[src/rtl/taxi_state_ctrl.sv]
// Taxi meter trip controller: tracks IDLE/MOVE/WAIT from debounced buttons,
// accumulates moving and waiting seconds per trip, and forces a trip to end
// when a single waiting stop lasts MAX_WAIT seconds.
module taxi_state_ctrl #(
  parameter int MAX_WAIT = 300,
  parameter int MAX_CNT  = 999
) (
  input  logic       clk,
  input  logic       rst,
  input  logic       btn_start,
  input  logic       btn_wait,
  input  logic       btn_stop,
  input  logic       tick_sec,
  output logic [1:0] state,
  output logic [9:0] move_sec,
  output logic [9:0] wait_sec,
  output logic       trip_done
);

  localparam int TW = (MAX_WAIT < 2) ? 1 : $clog2(MAX_WAIT + 1);
  localparam logic [9:0]    CNT_MAX = 10'(MAX_CNT);
  localparam logic [TW-1:0] TMR_MAX = TW'(MAX_WAIT);

  // 2'b10 is never entered on purpose; it only recovers to IDLE.
  typedef enum logic [1:0] {
    S_IDLE = 2'b00,
    S_MOVE = 2'b01,
    S_BAD  = 2'b10,
    S_WAIT = 2'b11
  } state_t;

  state_t        state_q, state_d;
  logic [9:0]    move_q, move_d;
  logic [9:0]    wait_q, wait_d;
  logic [TW-1:0] tmr_q, tmr_d;
  logic          done_q, done_d;
  logic          start_hist_q, wait_hist_q, stop_hist_q;

  logic          ev_start, ev_wait, ev_stop;
  logic [TW-1:0] tmr_inc;
  logic          timeout;

  function automatic logic [9:0] sat_inc(input logic [9:0] v);
    return (v >= CNT_MAX) ? CNT_MAX : v + 10'd1;
  endfunction

  assign ev_start = btn_start & ~start_hist_q;
  assign ev_wait  = btn_wait  & ~wait_hist_q;
  assign ev_stop  = btn_stop  & ~stop_hist_q;
  assign tmr_inc  = tmr_q + TW'(1);
  assign timeout  = tick_sec && (tmr_inc == TMR_MAX);

  // Button history starts at 1 so a button held through reset never fires.
  always_ff @(posedge clk) begin
    if (rst) begin
      start_hist_q <= 1'b1;
      wait_hist_q  <= 1'b1;
      stop_hist_q  <= 1'b1;
    end else begin
      start_hist_q <= btn_start;
      wait_hist_q  <= btn_wait;
      stop_hist_q  <= btn_stop;
    end
  end

  // Register the trip state, counters, wait timer and end-of-trip pulse.
  always_ff @(posedge clk) begin
    if (rst) begin
      state_q <= S_IDLE;
      move_q  <= 10'd0;
      wait_q  <= 10'd0;
      tmr_q   <= '0;
      done_q  <= 1'b0;
    end else begin
      state_q <= state_d;
      move_q  <= move_d;
      wait_q  <= wait_d;
      tmr_q   <= tmr_d;
      done_q  <= done_d;
    end
  end

  // Next state: ticks credit the current state, then stop > wait > start,
  // with the wait timeout overriding any button in WAIT.
  always_comb begin
    state_d = state_q;
    move_d  = move_q;
    wait_d  = wait_q;
    tmr_d   = tmr_q;
    done_d  = 1'b0;
    case (state_q)
      S_IDLE: begin
        if (ev_start) begin
          state_d = S_MOVE;
          move_d  = 10'd0;
          wait_d  = 10'd0;
        end
      end
      S_MOVE: begin
        if (tick_sec) move_d = sat_inc(move_q);
        if (ev_stop) begin
          state_d = S_IDLE;
          done_d  = 1'b1;
        end else if (ev_wait) begin
          state_d = S_WAIT;
          tmr_d   = '0;
        end
      end
      S_WAIT: begin
        if (tick_sec) begin
          wait_d = sat_inc(wait_q);
          tmr_d  = tmr_inc;
        end
        if (timeout || ev_stop) begin
          state_d = S_IDLE;
          done_d  = 1'b1;
        end else if (ev_start) begin
          state_d = S_MOVE;
        end
      end
      default: state_d = S_IDLE;
    endcase
  end

  assign state     = state_q;
  assign move_sec  = move_q;
  assign wait_sec  = wait_q;
  assign trip_done = done_q;

endmodule
[config.mk]
export PLATFORM = sky130hd
export DESIGN_NAME = taxi_state_ctrl
export DESIGN_NICKNAME = d
export VERILOG_FILES = /design/src/rtl/taxi_state_ctrl.sv
export SDC_FILE = /design/constraint.sdc
export NUM_CORES = 1
export LEC_CHECK = 0
export CAP_MARGIN = 5
export CELL_PAD_IN_SITES_DETAIL_PLACEMENT = 0
export CELL_PAD_IN_SITES_GLOBAL_PLACEMENT = 1
export CORE_MARGIN = 5
export CORE_UTILIZATION = 25
export CTS_CLUSTER_SIZE = 24
export DETAILED_ROUTE_END_ITERATION = 10
export GPL_TIMING_DRIVEN = 0
export PLACE_DENSITY_LB_ADDON = 0.1
export SLEW_MARGIN = 10
export SYNTH_ARGS = -nofsm -noshare
export SYNTH_HDL_FRONTEND = slang
export SYNTH_SLANG_ARGS = --single-unit
[constraint.sdc]
create_clock -name clk -period 2.1 [get_ports clk]
set_input_delay 0.21 -clock clk [delete_from_list [all_inputs] [get_ports clk]]
set_output_delay 0.21 -clock clk [all_outputs]
set_load 0.02 [all_outputs]
Word-level counts from Yosys, hierarchy flattened

Cells that the tools add are included.

Flip-flop bits (word level): 35
Input port bits: 6
Output and inout port bits: 23
Word-level logic and storage cells: 56

Add/sub/neg operators: 3
Order comparisons: 2
Equal/unequal tests: 9
Muxes and demuxes: 19
Bitwise gates (word level): 6
Reduce and logical (&&, ||, !) cells: 9

Operators by type and width:

| operator                | count |
|---|---|
| $mux W10                | 5 |
| $pmux W10 S2            | 2 |
| $mux W9                 | 3 |
| $add A10 B1 Y10 const B | 2 |
| $ge A10 B10 Y1 const B  | 2 |
| $pmux W9 S2             | 1 |
| $ne A2 B2 Y1 const B    | 5 |
| $add A9 B1 Y9 const B   | 1 |
| $eq A9 B9 Y1 const B    | 1 |
| $mux W2                 | 4 |
| $pmux W2 S3             | 1 |
| $reduce_and A3 Y1       | 2 |
| $reduce_bool A2 Y1      | 3 |
| $reduce_and A4 Y1       | 1 |
| $and A1 B1 Y1           | 3 |
| $ne A3 B3 Y1 const B    | 1 |
| $not A1 Y1              | 3 |
| $eq A2 B1 Y1 const B    | 1 |
| $eq A2 B2 Y1 const B    | 1 |
| $logic_not A2 Y1        | 1 |
| $mux W1                 | 2 |
| $pmux W1 S2             | 1 |
| $logic_and A1 B1 Y1     | 1 |
| $logic_or A1 B1 Y1      | 1 |

Logic depth before layout (Yosys ltp)

Gate-level depths: netlist of run 1.

Depth after elaboration: 6
Mapped depth: 6

Least setup slack after synthesis of run 1

Ideal clock, no wire load.

Path kind: register -> register
Start point: register wait_q[0] (netlist: wait_sec[0])
End point: register wait_q[3] (netlist: wait_sec[3])
Setup time: 0.074 ns
Arrival: 1.783 ns
Slack: 0.243 ns
Cell stages (with the launch flop): 6
Path buffers: 0
Clock period less this slack: 1.857 ns
Path through: dfxtp_1 -> ha_1 -> a211o_4 -> a31oi_4 -> or4b_1 -> a31oi_1

Cells in the longest elaborated chain, start to end: 4

Ends and longest elaborated chain:

| element                                           | RTL line | source |
|---|---|---|
| from (decl)                                       | 34       | `logic [9:0] wait_q, wait_d;` |
| from (signal assigned)                            | 77       | `wait_q <= wait_d;` |
| $add A10 B1 Y10 or $ge A10 B10 Y1 (tied branches) | 44       | `return (v >= CNT_MAX) ? CNT_MAX : v + 10'd1;` |
| $mux W10 (*)                                      | 44       |  |
| $mux W10 (*)                                      | 110      | `if (tick_sec) begin` |
| $pmux W10 S2 (*)                                  | 91       | `case (state_q)` |

Every way passes the cells marked *; elsewhere a longest branch is shown, timed or not. The select of a mux whose other input is x is not followed.
A chain may end at the register's enable or synchronous reset.

Worst setup path in the final report of run 1

Same ends and word-level chain as after synthesis.

==> results.cfg, run 1 <==
[status]
status = complete, no violations

[drt]
drt_wl_total_mm = 5.62
drtPass1Iterations = 4
routedWlPerCell_um = 15.6
drc_errors = 0
drt_iter0_markers = 88
vias = 1863
postRouteAntennaNets = 0
routed_via_density = 5.16

[clock_network]
cts_root_buf = clkbuf_8
cts-buffers-inserted = 5
cts_resized = 0
cts_tree = yes
clkTransAtPathRegs_ns = 0.07
post-cts-setup-buffers = 0
holdBufCountCts = 0
cts.sink_count = 35
clock_latency_ns = 0.28
h-tree-depth = 2
cts_buffer_depth = 2

[timing]
relSlewSlack_pct = 56.9
tightest_slew_ns = 0.644
clock-skew-final_ns = 0.00479
setup_viol = 0
fmax_mhz = 522
fin_ws_ns = 0.184
final_hold_viol_count = 0
rsz0062_at_grt = no
fin_crit_ns = 1.92
slew_violations = 0
min_period_over_period_pct = 91.2

[place]
dp_slack_ns = -0.109
numPortBuffers = 27
placedInstanceArea_um2 = 2300
dp.cells = 355
gp_congestion = 0.736
hpwl_mm = 4.01

[setup_path]
critical_path_required_ns = 2.31
arrival_ns = 2.13
worst_setup_path_start_kind = flop
path_class = reg -> reg
endpoint_kind = flop
cp_max_fo = 6

[layout]
final_area_um2 = 2370
nets = 272
antenna_cells = 0
drive_above_1_share_pct = 8.02
fill_cells = 789
instances_no_fill = 361
syn2layout_area_growth_pct = 24.5

[yosys]
ys_top_cells_by_area = dfxtp_1 (37%), a21oi_1 (7.6%), o21ai_0 (3.9%), nand3_1 (3.2%), nand2_1 (3.0%)
synth.avg_cell_area_um2 = 8.32
synth-main-ff-cell = dfxtp_1
syn_area_um2 = 1900
synth_top_area_cell = dfxtp_1
yosysSeqAreaShare_pct = 36.8
async_reset_ff_share_pct = 0
synth_edf_count = 0
synth_nets = 238
ys_seq_elements = 35
ys_types = 50
syn_inst = 229
yosysTopAreaCellShare_pct = 36.8
ys.warnings.count = 0

[floorplan]
io_pins = 29
core_um2 = 7330
die_x_um = 97.3
initial_utilization_pct = 26.0
dieArea_um2 = 9460
die_h_um = 97.3
num_rows = 31

[global_routing]
grt_overflow = 0
grtUsageTotal_pct = 12.1
grt_max_degree = 11
grt_pass1_vias = 1787
antenna_found_initial = 0
grt_pass1_wl_mm = 9.37

[job]
drv_cap = 0

[pwr]
leakagePower_nw = 0.795
ir_drop_mv = 0.211
power_density_nw_per_um2 = 504

[worst_hold_path]
hp-class = in -> reg
[cell type report]
class                      instances  area (um^2)  area share (%)
buffer                            13         60.1            2.53
multi-input combinational        175         1120            47.3
clock buffer                       6         72.6            3.06
tap                               99          124            5.22
sequential                        35          701            29.6
inverter                           6         22.5           0.950
timing repair buffer              27          270            11.4
[registers in the layout (all words and copies together), names as in the netlist]
signal / flops
wait_hist_q: 1
wait_sec: 10
stop_hist_q: 1
tmr_q: 9
trip_done: 1
start_hist_q: 1
move_sec: 10
state: 2
[cell families (layout without fill, tap and decap cells)]
logic type / Yosys count / in the layout / share of synthesized area (%)
and+or+nand+nor: 92 / 92 / 29.3
AOI/OAI and AO/OA: 78 / 78 / 26.5
DFF: 35 / 35 / 36.8
buffers and inverters: 19 / 52 / 4.34
adders and majority gates: 3 / 3 / 1.97
xor gates and xnor gates: 1 / 1 / 0.460
muxes: 1 / 1 / 0.591
[path summary, 6_finish.rpt]
kind / startpoint / to / slack, ns / cells after the start
setup / recovery: wait_sec[0] / wait_sec[3] / 0.18 / 5
hold / removal: rst / move_sec[7] / 0.44 / 2
setup reg to reg: wait_sec[0] / wait_sec[3] / 0.18 / 5
hold reg to reg: tmr_q[1] / tmr_q[1] / 0.47 / 2
[report_power, final]
part / switching (W) / leakage, nW / internal [W]
combinational: 0.0000420 / 0.475 / 0.0000248
sequential: 0.00000407 / 0.283 / 0.000669
clock: 0.000234 / 0.0371 / 0.000221
total: 0.000280 / 0.795 / 0.000915
[synthesized netlist by cell type, types with 2 or more instances]
master,number
dfxtp_1,35
a21oi_1,29
nand2_1,15
o21ai_0,15
nand3_1,12
nor2_1,11
clkbuf_1,9
a31oi_1,7
nand4_1,7
inv_1,6
and3_1,5
and4_1,5
nor2b_1,5
o21a_1,5
nand2b_1,4
o32ai_1,4
a21o_1,3
and2_1,3
buf_2,3
ha_1,3
nand3b_1,3
nor3_1,3
or2_2,3
or3_1,3
a211oi_1,2
a22oi_1,2
a311oi_1,2
nand4b_1,2
or4b_1,2
[layer usage]
| metal | global-route usage [%] | wire length, um |
|---|---|---|
| met5 | 0 | 0 |
| met1 | 16.3 | 2790 |
| met2 | 18.9 | 2510 |
| met3 | 2.94 | 249 |
| met4 | 4.26 | 70 |
[worst max-delay path, cell delays in order, from the launching register on]
cell and delay (ns):
dfxtp_1 0.36, ha_1 0.28, a211o_4 0.38, a31oi_4 0.22
or4b_1 0.45, a31oi_1 0.16
[stage by stage]
| stage | total power (W) | util [%] | hold slack, ns | TNS (ns) |
|---|---|---|---|---|
| after global placement | 0.000756 | 31.4 | 0.463 | -0.132 |
| after detailed placement | 0.000756 | 31.4 | 0.462 | -0.129 |
| after floorplan | 0.000725 | - | 0.317 | 0 |
| final | 0.00120 | 32.3 | 0.436 | 0 |
| after CTS | 0.00122 | 32.3 | 0.435 | 0 |
| after global routing | 0.00126 | 32.3 | 0.486 | 0 |
[layout by cell type (no fill, tap or decap), types with 2 or more instances in the layout]
cell type,instances
a21oi_1,29
nand2_1,15
ha_1,3
buf_2,3
o32ai_1,4
nor3_1,3
and2_1,3
a311oi_1,2
a31oi_1,7
dfxtp_1,35
nand3b_1,3
o21ai_0,15
or4b_1,2
a22oi_1,2
or3_1,3
inv_1,6
clkbuf_8,5
nor2b_1,5
nand4_1,7
nand4b_1,2
clkbuf_1,10
and4_1,5
nand3_1,12
a21o_1,3
nand2b_1,4
nor2_1,11
and3_1,5
clkdlybuf4s50_1,27
a211oi_1,2
o21a_1,5
or2_2,3
(Power assumes the default switching activity.)
==> run 2: changes to the inputs <==
==> constraint.sdc (replaced) <==
create_clock -name clk -period 2.3 [get_ports clk]
set_input_delay 0.23 -clock clk [delete_from_list [all_inputs] [get_ports clk]]
set_output_delay 0.23 -clock clk [all_outputs]
set_load 0.02 [all_outputs]
==> results of run 2 <==
The final DEF is identical to that of run 1. Status: complete, no violations.
Main changes from that run: setup slack after placement -0.109 ns -> 0.0710 ns; setup slack after layout 0.184 ns -> 0.384 ns; hold slack 0.436 ns -> 0.456 ns; register-to-register setup slack 0.18 ns -> 0.38 ns; total power 0.00120 W -> 0.00109 W; worst IR drop on VDD 0.211 mV -> 0.193 mV
